<file path="config.mk">
export PLATFORM = sky130hd
export DESIGN_NAME = hier_icache_flush_seq
export DESIGN_NICKNAME = d
export VERILOG_FILES = /design/src/rtl/hier_icache_pkg.sv /design/src/rtl/hier_icache_flush_seq_if.sv /design/src/rtl/hier_icache_ack_collector.sv /design/src/rtl/hier_icache_flush_seq.sv
export SDC_FILE = /design/constraint.sdc
export NUM_CORES = 1
export LEC_CHECK = 0
export ABC_CLOCK_PERIOD_IN_PS = 3000
export CORE_MARGIN = 2
export CORE_UTILIZATION = 39
export DETAILED_ROUTE_END_ITERATION = 10
export PLACE_DENSITY = 0.77
export SYNTH_ARGS = -nofsm -noshare
export SYNTH_HDL_FRONTEND = slang
export SYNTH_SLANG_ARGS = --single-unit
</file>
<file path="constraint.sdc">
create_clock -name clk_i -period 3 [get_ports clk_i]
set_input_delay 0.6 -clock clk_i [delete_from_list [all_inputs] [get_ports clk_i]]
set_output_delay 0.6 -clock clk_i [all_outputs]
set_load 0.005 [all_outputs]
</file>
<file path="src/rtl/hier_icache_pkg.sv">
// Shared types for the hierarchical instruction-cache flush sequencer:
// command op-codes, sequencer states and op-code decode helpers.
package hier_icache_pkg;

  typedef enum logic [2:0] {
    FLUSH_L1  = 3'd0,
    FLUSH_L2  = 3'd1,
    FLUSH_ALL = 3'd2,
    SEL_L1    = 3'd3,
    SEL_L2    = 3'd4,
    SEL_ALL   = 3'd5
  } op_e;

  typedef enum logic [1:0] {
    IDLE  = 2'd0,
    L2_PH = 2'd1,
    L1_PH = 2'd2,
    DONE  = 2'd3
  } state_e;

  // Codes 6 and 7 have no meaning and complete immediately with an error.
  function automatic logic op_legal(input logic [2:0] op);
    return op <= 3'd5;
  endfunction

  function automatic logic op_has_l2(input logic [2:0] op);
    case (op)
      FLUSH_L2, FLUSH_ALL, SEL_L2, SEL_ALL: return 1'b1;
      default:                             return 1'b0;
    endcase
  endfunction

  function automatic logic op_has_l1(input logic [2:0] op);
    case (op)
      FLUSH_L1, FLUSH_ALL, SEL_L1, SEL_ALL: return 1'b1;
      default:                             return 1'b0;
    endcase
  endfunction

  function automatic logic op_is_sel(input logic [2:0] op);
    case (op)
      SEL_L1, SEL_L2, SEL_ALL: return 1'b1;
      default:                 return 1'b0;
    endcase
  endfunction

endpackage

</file>
<file path="src/rtl/hier_icache_flush_seq_if.sv">
// Request/acknowledge bundle between the flush sequencer and one cache
// level; the sequencer is the master, the caches are the slave.
interface hier_icache_flush_seq_if #(
  parameter int N = 4
);

  logic [N-1:0] full_req;
  logic [N-1:0] sel_req;
  logic [N-1:0] full_ack;
  logic [N-1:0] sel_ack;

  modport master (
    output full_req,
    output sel_req,
    input  full_ack,
    input  sel_ack
  );

  modport slave (
    input  full_req,
    input  sel_req,
    output full_ack,
    output sel_ack
  );

endinterface

</file>
<file path="src/rtl/hier_icache_ack_collector.sv">
// Pending-target vector and per-phase timeout counter for one cache level.
// Requests are driven straight from the pending flops.
module hier_icache_ack_collector #(
  parameter int N              = 4,
  parameter int TIMEOUT_CYCLES = 1024
) (
  input  logic         clk_i,
  input  logic         rst_i,
  input  logic         load,
  input  logic [N-1:0] load_mask,
  input  logic         active,
  input  logic         sel,
  hier_icache_flush_seq_if.master bus,
  output logic         phase_done,
  output logic         timeout
);

  localparam int            CW       = $clog2(TIMEOUT_CYCLES + 1);
  localparam logic [CW-1:0] CNT_LAST = CW'(TIMEOUT_CYCLES - 1);

  logic [N-1:0]  pending_q;
  logic [N-1:0]  acked;
  logic [N-1:0]  pending_acked;
  logic [CW-1:0] cnt_q;

  // Only the ack type matching the current request type counts; an ack on a
  // target that is not pending is masked off here.
  assign acked         = sel ? bus.sel_ack : bus.full_ack;
  assign pending_acked = pending_q & ~acked;

  // Completion looks through this cycle's acks so a phase whose targets all
  // answer in its first cycle lasts exactly one cycle.
  assign phase_done = (pending_acked == '0);
  assign timeout    = !phase_done && (cnt_q == CNT_LAST);

  assign bus.full_req = sel ? '0 : pending_q;
  assign bus.sel_req  = sel ? pending_q : '0;

  // NOTE: state flops use non-blocking assignments so every flop samples the
  // pre-edge values regardless of statement order.
  always_ff @(posedge clk_i) begin
    if (rst_i) begin
      pending_q <= '0;
      cnt_q     <= '0;
    end else if (load) begin
      pending_q <= load_mask;
      cnt_q     <= '0;
    end else begin
      pending_q <= timeout ? '0 : pending_acked;
      cnt_q     <= active ? cnt_q + 1'b1 : '0;
    end
  end

endmodule

</file>
<file path="src/rtl/hier_icache_flush_seq.sv">
// Hierarchical I-cache flush sequencer: accepts one flush command, flushes
// the shared L2 banks and/or the private L1s in order, then reports done/err.
module hier_icache_flush_seq
  import hier_icache_pkg::*;
#(
  parameter int NB_CORES       = 9,
  parameter int NB_CACHE_BANKS = 4,
  parameter int TIMEOUT_CYCLES = 1024
) (
  input  logic                      clk_i,
  input  logic                      rst_i,
  input  logic                      cmd_valid_i,
  output logic                      cmd_ready_o,
  input  logic [2:0]                cmd_op_i,
  input  logic [NB_CORES-1:0]       cmd_core_mask_i,
  input  logic [31:0]               cmd_addr_i,
  output logic                      busy_o,
  output logic                      done_o,
  output logic                      err_o,
  output logic [NB_CORES-1:0]       L1_flush_req_o,
  input  logic [NB_CORES-1:0]       L1_flush_ack_i,
  output logic [NB_CORES-1:0]       L1_sel_flush_req_o,
  input  logic [NB_CORES-1:0]       L1_sel_flush_ack_i,
  output logic [NB_CACHE_BANKS-1:0] L2_flush_req_o,
  input  logic [NB_CACHE_BANKS-1:0] L2_flush_ack_i,
  output logic [NB_CACHE_BANKS-1:0] L2_sel_flush_req_o,
  input  logic [NB_CACHE_BANKS-1:0] L2_sel_flush_ack_i,
  output logic [31:0]               sel_flush_addr_o
);

  state_e              state_q, state_d;
  logic [2:0]          op_q;
  logic [NB_CORES-1:0] mask_q;
  logic [31:0]         addr_q;
  logic                err_q;
  logic                err_set;
  logic                accept;
  logic                sel;

  logic                l2_load, l2_active, l2_done, l2_timeout;
  logic                l1_load, l1_active, l1_done, l1_timeout;
  logic [NB_CORES-1:0] l1_load_mask;

  hier_icache_flush_seq_if #(.N(NB_CACHE_BANKS)) l2_bus ();
  hier_icache_flush_seq_if #(.N(NB_CORES))       l1_bus ();

  assign l2_bus.full_ack    = L2_flush_ack_i;
  assign l2_bus.sel_ack     = L2_sel_flush_ack_i;
  assign L2_flush_req_o     = l2_bus.full_req;
  assign L2_sel_flush_req_o = l2_bus.sel_req;
  assign l1_bus.full_ack    = L1_flush_ack_i;
  assign l1_bus.sel_ack     = L1_sel_flush_ack_i;
  assign L1_flush_req_o     = l1_bus.full_req;
  assign L1_sel_flush_req_o = l1_bus.sel_req;

  assign accept           = cmd_valid_i && (state_q == IDLE);
  assign sel              = op_is_sel(op_q);
  assign l2_active        = (state_q == L2_PH);
  assign l1_active        = (state_q == L1_PH);
  assign sel_flush_addr_o = addr_q;

  // L1-only commands load the L1 phase straight from the command inputs.
  assign l1_load_mask = (state_q == IDLE) ? cmd_core_mask_i : mask_q;

  hier_icache_ack_collector #(
    .N              (NB_CACHE_BANKS),
    .TIMEOUT_CYCLES (TIMEOUT_CYCLES)
  ) u_l2_collector (
    .clk_i      (clk_i),
    .rst_i      (rst_i),
    .load       (l2_load),
    .load_mask  ({NB_CACHE_BANKS{1'b1}}),
    .active     (l2_active),
    .sel        (sel),
    .bus        (l2_bus),
    .phase_done (l2_done),
    .timeout    (l2_timeout)
  );

  hier_icache_ack_collector #(
    .N              (NB_CORES),
    .TIMEOUT_CYCLES (TIMEOUT_CYCLES)
  ) u_l1_collector (
    .clk_i      (clk_i),
    .rst_i      (rst_i),
    .load       (l1_load),
    .load_mask  (l1_load_mask),
    .active     (l1_active),
    .sel        (sel),
    .bus        (l1_bus),
    .phase_done (l1_done),
    .timeout    (l1_timeout)
  );

  always_comb begin
    // NOTE: every signal written here gets a default first, so no path
    // through the case can leave one unassigned and infer a latch.
    state_d     = state_q;
    cmd_ready_o = 1'b0;
    busy_o      = 1'b1;
    done_o      = 1'b0;
    err_o       = 1'b0;
    err_set     = 1'b0;
    l2_load     = 1'b0;
    l1_load     = 1'b0;

    case (state_q)
      IDLE: begin
        cmd_ready_o = 1'b1;
        busy_o      = 1'b0;
        if (cmd_valid_i) begin
          if (!op_legal(cmd_op_i)) begin
            state_d = DONE;
            err_set = 1'b1;
          end else if (op_has_l2(cmd_op_i)) begin
            state_d = L2_PH;
            l2_load = 1'b1;
          end else if (cmd_core_mask_i != '0) begin
            state_d = L1_PH;
            l1_load = 1'b1;
          end else begin
            state_d = DONE;
          end
        end
      end

      L2_PH: begin
        if (l2_timeout) begin
          state_d = DONE;
          err_set = 1'b1;
        end else if (l2_done) begin
          if (op_has_l1(op_q) && (mask_q != '0)) begin
            state_d = L1_PH;
            l1_load = 1'b1;
          end else begin
            state_d = DONE;
          end
        end
      end

      L1_PH: begin
        if (l1_timeout) begin
          state_d = DONE;
          err_set = 1'b1;
        end else if (l1_done) begin
          state_d = DONE;
        end
      end

      DONE: begin
        done_o  = 1'b1;
        err_o   = err_q;
        state_d = IDLE;
      end

      default: state_d = IDLE;
    endcase
  end

  always_ff @(posedge clk_i) begin
    if (rst_i) begin
      state_q <= IDLE;
      op_q    <= '0;
      mask_q  <= '0;
      addr_q  <= '0;
      err_q   <= 1'b0;
    end else begin
      state_q <= state_d;
      if (accept) begin
        op_q   <= cmd_op_i;
        mask_q <= cmd_core_mask_i;
        addr_q <= cmd_addr_i;
      end
      if (err_set) begin
        err_q <= 1'b1;
      end else if (state_q == DONE) begin
        err_q <= 1'b0;
      end
    end
  end

endmodule

</file>
==> run_results.csv, run 1 <==
group,metric,value,unit
place,gp_congestion,0.812,
place,portBuffers,134,
setup_path,cp.arrival,2.22,ns
global_route,overflow,0,
setup_path,slowest_stage,"dfxtp_1",
global_route,antenna_found_initial,0,
detailed_routing,antenna_left,0,
synthesis,syn_area_per_cell,7.95,sq um
setup_path,path_buf_inv,1,
cells_and_area,fill_cells,937,
synthesis,ys_seq_elements,82,
synthesis,ys_top_cells_by_area,"dfxtp_1 (41%), nand2_1 (10%), a21oi_1 (8.5%)",
cells_and_area,final_cell_mix,"clkdlybuf4s50_1 (133), nand2_1 (110), dfxtp_1 (82)",
sta,skew,0.00681,ns
floorplan,die_y,105,um
global_route,grt_pass1_vias,3800,
detailed_routing,drc,0,
floorplan,core_area,9820,sq um
flow_run,drv_cap,0,
setup_path,cp-start-kind,"flop",
clocking,path_clk_slew,0.08,ns
clocking,clock_sinks,82,
setup_path,reg2reg_depth,8,
clocking,cts_buffers,9,
floorplan,die_w,105,um
setup_path,cp.required,2.40,ns
cells_and_area,regArea,1640,sq um
worst_hold_path,hp-class,"flop to flop",
synthesis,syn_area,3970,sq um
clocking,insertion_delay,0.34,ns
setup_path,worstPathCellList,"and2b_2 > nor2_2 > nor2b_1 > clkdlybuf4s50_1",
clocking,tritoncts,"built",
setup_path,cp-end-kind,"output port",
clocking,htree_levels,3,
setup_path,critPathMaxFanout,14,
place,place_inst,743,
detailed_routing,drtIter0Drc,197,
clocking,hold_buffers,0,
detailed_routing,vias_per_cell,5.13,
cells_and_area,fin_nets,700,
clocking,root_buffer,"clkbuf_8",
power_and_ir_drop,leakage,2.04,nW
cells_and_area,multi_input_area,2150,sq um
cells_and_area,diodes,0,
worst_hold_path,min_path_cells,2,
detailed_routing,routedWlPerCell,14.1,um
sta,rsz0062_at_grt,"no",
floorplan,fp.dieArea,11000,sq um
setup_path,max_stage_delay,0.58,ns
place,place_hpwl,7860,um
synthesis,synth_flop_cell,"dfxtp_1",
synthesis,async_flop_share,0,%
detailed_routing,firstDrtPassIters,4,
setup_path,cp_num_cells,4,
synthesis,synth_cells,499,
floorplan,fp-row-count,36,
sta,slew_headroom,54.9,%
cells_and_area,final_layout_size_suffix_gt1_share,7.35,%
synthesis,yosysWarnings,0,
global_route,grtUsageTotal,19.7,%
sta,max_clock_freq,354,MHz
global_route,grt_start_max_net_pins,46,
synthesis,synth.largest_area_cell,"dfxtp_1",
floorplan,start_util,40.4,%
power_and_ir_drop,ir_drop,0.342,mV
synthesis,synth_nets,578,
sta,finalSetupTns,0,ns
sta,setup_viol,0,
detailed_routing,drt_wl_total,10700,um
clocking,clockBufferDepth,2,
synthesis,synth_cell_types,51,
sta,period_needed,2.82,ns
cells_and_area,finalNonFillerCells,759,
cells_and_area,final_common_cell,"clkdlybuf4s50_1",
synthesis,synth_seq_area_share,41.4,%
setup_path,crit_family,"simple AND/OR/NAND/NOR gates",
global_route,grt_pass1_wl,17900,um
synthesis,yosys.area.top_type_share,41.4,%
sta,worst_slew_pin_slew,0.676,ns
detailed_routing,vias,3893,
setup_path,path_class,"flop to output port",
sta,drv_slew,0,
outcome,status,"completed",
floorplan,top_level_ports,135,
power_and_ir_drop,power.density,620,nW/um^2
cells_and_area,area_growth_syn_to_layout,41.8,%
sta,period_share,94.0,%
synthesis,synth_enable_flop_cells,0,
sta,final-hold-violation-count,0,
clocking,cts_setup_buffers,0,
==> cell type report <==
cell class / instances / share of cell area, %
multi-input combinational: 378 / 38.3
clock inverter: 6 / 1.87
tap: 133 / 2.96
sequential: 82 / 29.2
clock buffer: 10 / 2.27
timing repair buffer: 143 / 25.0
inverter: 7 / 0.467
==> timing repair <==
item,in CTS,in global routing
cloned,0,0
setup endpoints to repair,13,1
pin swaps,0,0
gates resized for setup,1,1
==> kinds of logic (layout without fill, tap and decap cells) <==
logic type               after synthesis  count (layout)  synth area share, %
AO/OA/AOI/OAI                         97              97                 14.6
XOR/XNOR                              18              18                 3.97
adder cells (fa/ha/maj)                6               6                 1.89
buffers and inverters                 39             166                 4.45
flip-flops                            82              82                 41.4
multiplexers                          17              17                 4.60
AND/OR/NAND/NOR                      240             240                 29.1
==> Yosys cell counts, types with 6 or more instances <==
cell type / count
dfxtp_1: 82
mux2_2: 9
nand2_1: 110
nor2b_1: 13
nand3b_1: 6
and3_1: 16
a21oi_1: 67
nand3_1: 11
clkbuf_1: 20
nand2b_1: 8
nor2_1: 34
nor3_1: 12
xor2_1: 9
o21a_1: 6
ha_1: 6
xnor2_1: 9
buf_2: 6
mux2i_1: 7
inv_1: 7
==> flip-flops by register name (all words and copies together) (netlist names) <==
signal	count
u_l1_collector.cnt_q	11
u_l2_collector.cnt_q	11
state_q	2
sel_flush_addr_o	32
u_l2_collector.pending_q	4
u_l1_collector.pending_q	9
err_q	1
mask_q	9
op_q	3
==> final timing paths <==
path / start / endpoint / slack (ns)
max: op_q[1] / L1_sel_flush_req_o[7] / 0.18
min: sel_flush_addr_o[22] / sel_flush_addr_o[22] / 0.46
max reg2reg: op_q[1] / state_q[1] / 0.53
min reg2reg: sel_flush_addr_o[22] / sel_flush_addr_o[22] / 0.46
==> stage by stage <==
step                util (%)  instance area (sq um)  power, W  worst slack [ns]  hold WS [ns]
finish                  57.3                   5620   0.00349             0.179         0.456
global route            57.3                   5620   0.00370            0.0181         0.478
CTS                     57.3                   5620   0.00351             0.143         0.459
detailed placement      54.9                   5390   0.00258             0.200         0.448
global placement        54.9                   5390   0.00254             0.237         0.442
floorplan                  -                   3970   0.00206             0.854         0.430
==> worst min-delay path: cells and delay by family, from the launching register on <==
kind	cells	cell delay [ns]
compound gates	1	0.05
flops	1	0.31
simple gates	1	0.05
==> metal layers <==
layer / up-vias / global-route usage [%] / share of wire [%] / wire, um
met5: - / 0 / 0 / 0
met3: 10 / 6.67 / 9.3 / 993
met2: 156 / 32.7 / 47 / 5020
li1: 1938 / - / - / -
met1: 1789 / 24.0 / 43 / 4590
met4: 0 / 6.10 / 1.2 / 125
==> report_power, final <==
| part | switching, W | internal (W) | total, W |
|---|---|---|---|
| combinational | 0.000591 | 0.000616 | 0.00121 |
| clock | 0.000380 | 0.000549 | 0.000929 |
| sequential | 0.000111 | 0.00124 | 0.00135 |
(Power assumes the default switching activity.)
==> run 2: changes to the inputs <==
PLACE_DENSITY = 0.7   (was 0.77)
==> run 2 against run 1 <==
  * Power fell by 0.64%
  * Wire length rose by 0.87%
  * Utilization rose by 0.17 points
  * Critical path depth did not move
  * Largest power group unchanged
==> run_results.csv, run 2 (synthesis gave the netlist of run 1 again) <==
group,metric,value,unit
clocking,clockBufferDepth,2,
clocking,htree_levels,3,
setup_path,slowest_stage,"dfxtp_1",
clocking,cts_setup_buffers,0,
detailed_routing,wl_met3,880,um
detailed_routing,drt-met1-wl,4960,um
detailed_routing,routedWlPerCell,14.2,um
clocking,path_clk_slew,0.09,ns
floorplan,core_area,9820,sq um
floorplan,die_w,105,um
floorplan,die_y,105,um
setup_path,cp.arrival,2.16,ns
floorplan,fp.dieArea,11000,sq um
clocking,cts_buffers,9,
setup_path,path_buf_inv,1,
sta,slew_headroom,55.1,%
sta,rsz0062_at_grt,"no",
cells_and_area,finalNonFillerCells,762,
setup_path,max_stage_delay,0.58,ns
clocking,root_buffer,"clkbuf_8",
setup_path,cp.required,2.40,ns
power_and_ir_drop,power.density,614,nW/um^2
power_and_ir_drop,ir_drop,0.401,mV
global_route,grt_pass1_wl,17400,um
outcome,status,"completed",
setup_path,cp-start-kind,"flop",
detailed_routing,highest_layer,"met4",
place,gp_congestion,0.845,
sta,worst_slew_pin_slew,0.673,ns
setup_path,cp-end-kind,"output port",
detailed_routing,vias_per_cell,5.01,
cells_and_area,largest_register_ffs,32,
flow_run,drv_cap,0,
sta,final-hold-violation-count,0,
cells_and_area,area_growth_syn_to_layout,42.2,%
clocking,tritoncts,"built",
cells_and_area,regArea,1640,sq um
detailed_routing,firstDrtPassIters,4,
place,dpl_cell_area,5410,sq um
cells_and_area,final_common_cell,"clkdlybuf4s50_1",
sta,holdWs,0.456,ns
setup_path,path_class,"flop to output port",
clocking,clock_sinks,82,
clocking,insertion_delay,0.35,ns
power_and_ir_drop,power,0.00346,W
cells_and_area,fin_nets,703,
cells_and_area,fill_cells,920,
detailed_routing,drtIter0Drc,162,
place,portBuffers,134,
place,place_hpwl,8040,um
detailed_routing,drc,0,
setup_path,worstPathCellList,"and3b_1 > nor2_2 > nor2b_1 > clkdlybuf4s50_1",
detailed_routing,antenna_left,0,
detailed_routing,vias,3821,
sta,setup_viol,0,
detailed_routing,drt_wl_total,10800,um
global_route,grtUsageTotal,19.3,%
clocking,cts_resized,1,
global_route,overflow,0,
sta,period_share,92.0,%
global_route,antenna_found_initial,0,
sta,skew,0.0104,ns
detailed_routing,wl_met2,4820,um
cells_and_area,final_cell_mix,"clkdlybuf4s50_1 (133), nand2_1 (110), dfxtp_1 (82)",
place,place_inst,746,
floorplan,fp-row-count,36,
worst_hold_path,hp-class,"flop to flop",
cells_and_area,diodes,0,
clocking,hold_buffers,0,
setup_path,crit_family,"simple AND/OR/NAND/NOR gates",
floorplan,top_level_ports,135,
cells_and_area,final_area,5640,sq um
sta,drv_slew,0,
floorplan,start_util,40.4,%
cells_and_area,final_layout_size_suffix_gt1_share,7.79,%
global_route,grt_start_max_net_pins,46,
cells_and_area,multi_input_area,2150,sq um
sta,finalSetupTns,0,ns
global_route,grt_pass1_vias,3611,
setup_path,critPathMaxFanout,13,
sta,period_needed,2.76,ns
power_and_ir_drop,leakage,2.05,nW
sta,max_clock_freq,362,MHz
-- run 2: cell types whose count changed in the layout (fill, tap and decap cells not counted), sizes merged --
cell and delta:
buf +3, bufinv -1, clkinvlp +1
-- run 2: routing by layer --
layer  up-vias  track usage [%]
met1      1720             24.9
met3        15             6.36
met5         -                0
met2       143             30.8
met4         0             5.52
li1       1943                -
-- run 2: power by group --
| group | total (W) | switching [W] | internal (W) | leakage [nW] |
|---|---|---|---|---|
| registers | 0.00135 | 0.000109 | 0.00124 | 0.668 |
| clock network | 0.000899 | 0.000406 | 0.000493 | 0.112 |
| logic | 0.00122 | 0.000592 | 0.000625 | 1.27 |
| total | 0.00346 | 0.00111 | 0.00236 | 2.05 |
-- run 2: cell type report --
cell class	instances	share of cell area, %
tap	133	2.95
multi-input combinational	378	38.2
timing repair buffer	146	25.3
sequential	82	29.1
clock inverter	6	1.60
clock buffer	10	2.44
inverter	7	0.466
-- run 2: worst paths after layout --
path,from,to,slack (ns),depth (start not counted)
worst max register to register,op_q[2],u_l1_collector.cnt_q[7],0.44,8
worst max-delay path,op_q[2],L1_sel_flush_req_o[2],0.24,4
worst min register to register,sel_flush_addr_o[18],sel_flush_addr_o[18],0.46,2
worst min-delay path,sel_flush_addr_o[18],sel_flush_addr_o[18],0.46,2
-- run 2: worst min-delay path, delay by kind of cell, from the launching register on --
family           cells  cell delay, ns
AO/OA/AOI/OAI        1            0.05
flip-flops           1            0.31
AND/OR/NAND/NOR      1            0.05
-- run 2: per-stage QoR --
step / utilization (%) / setup slack [ns]
5_1_grt: 57.4 / 0.123
6_report: 57.4 / 0.240
3_3_place_gp: 55.1 / 0.216
4_1_cts: 57.4 / 0.207
3_5_place_dp: 55.1 / 0.196
2_1_floorplan: - / 0.854
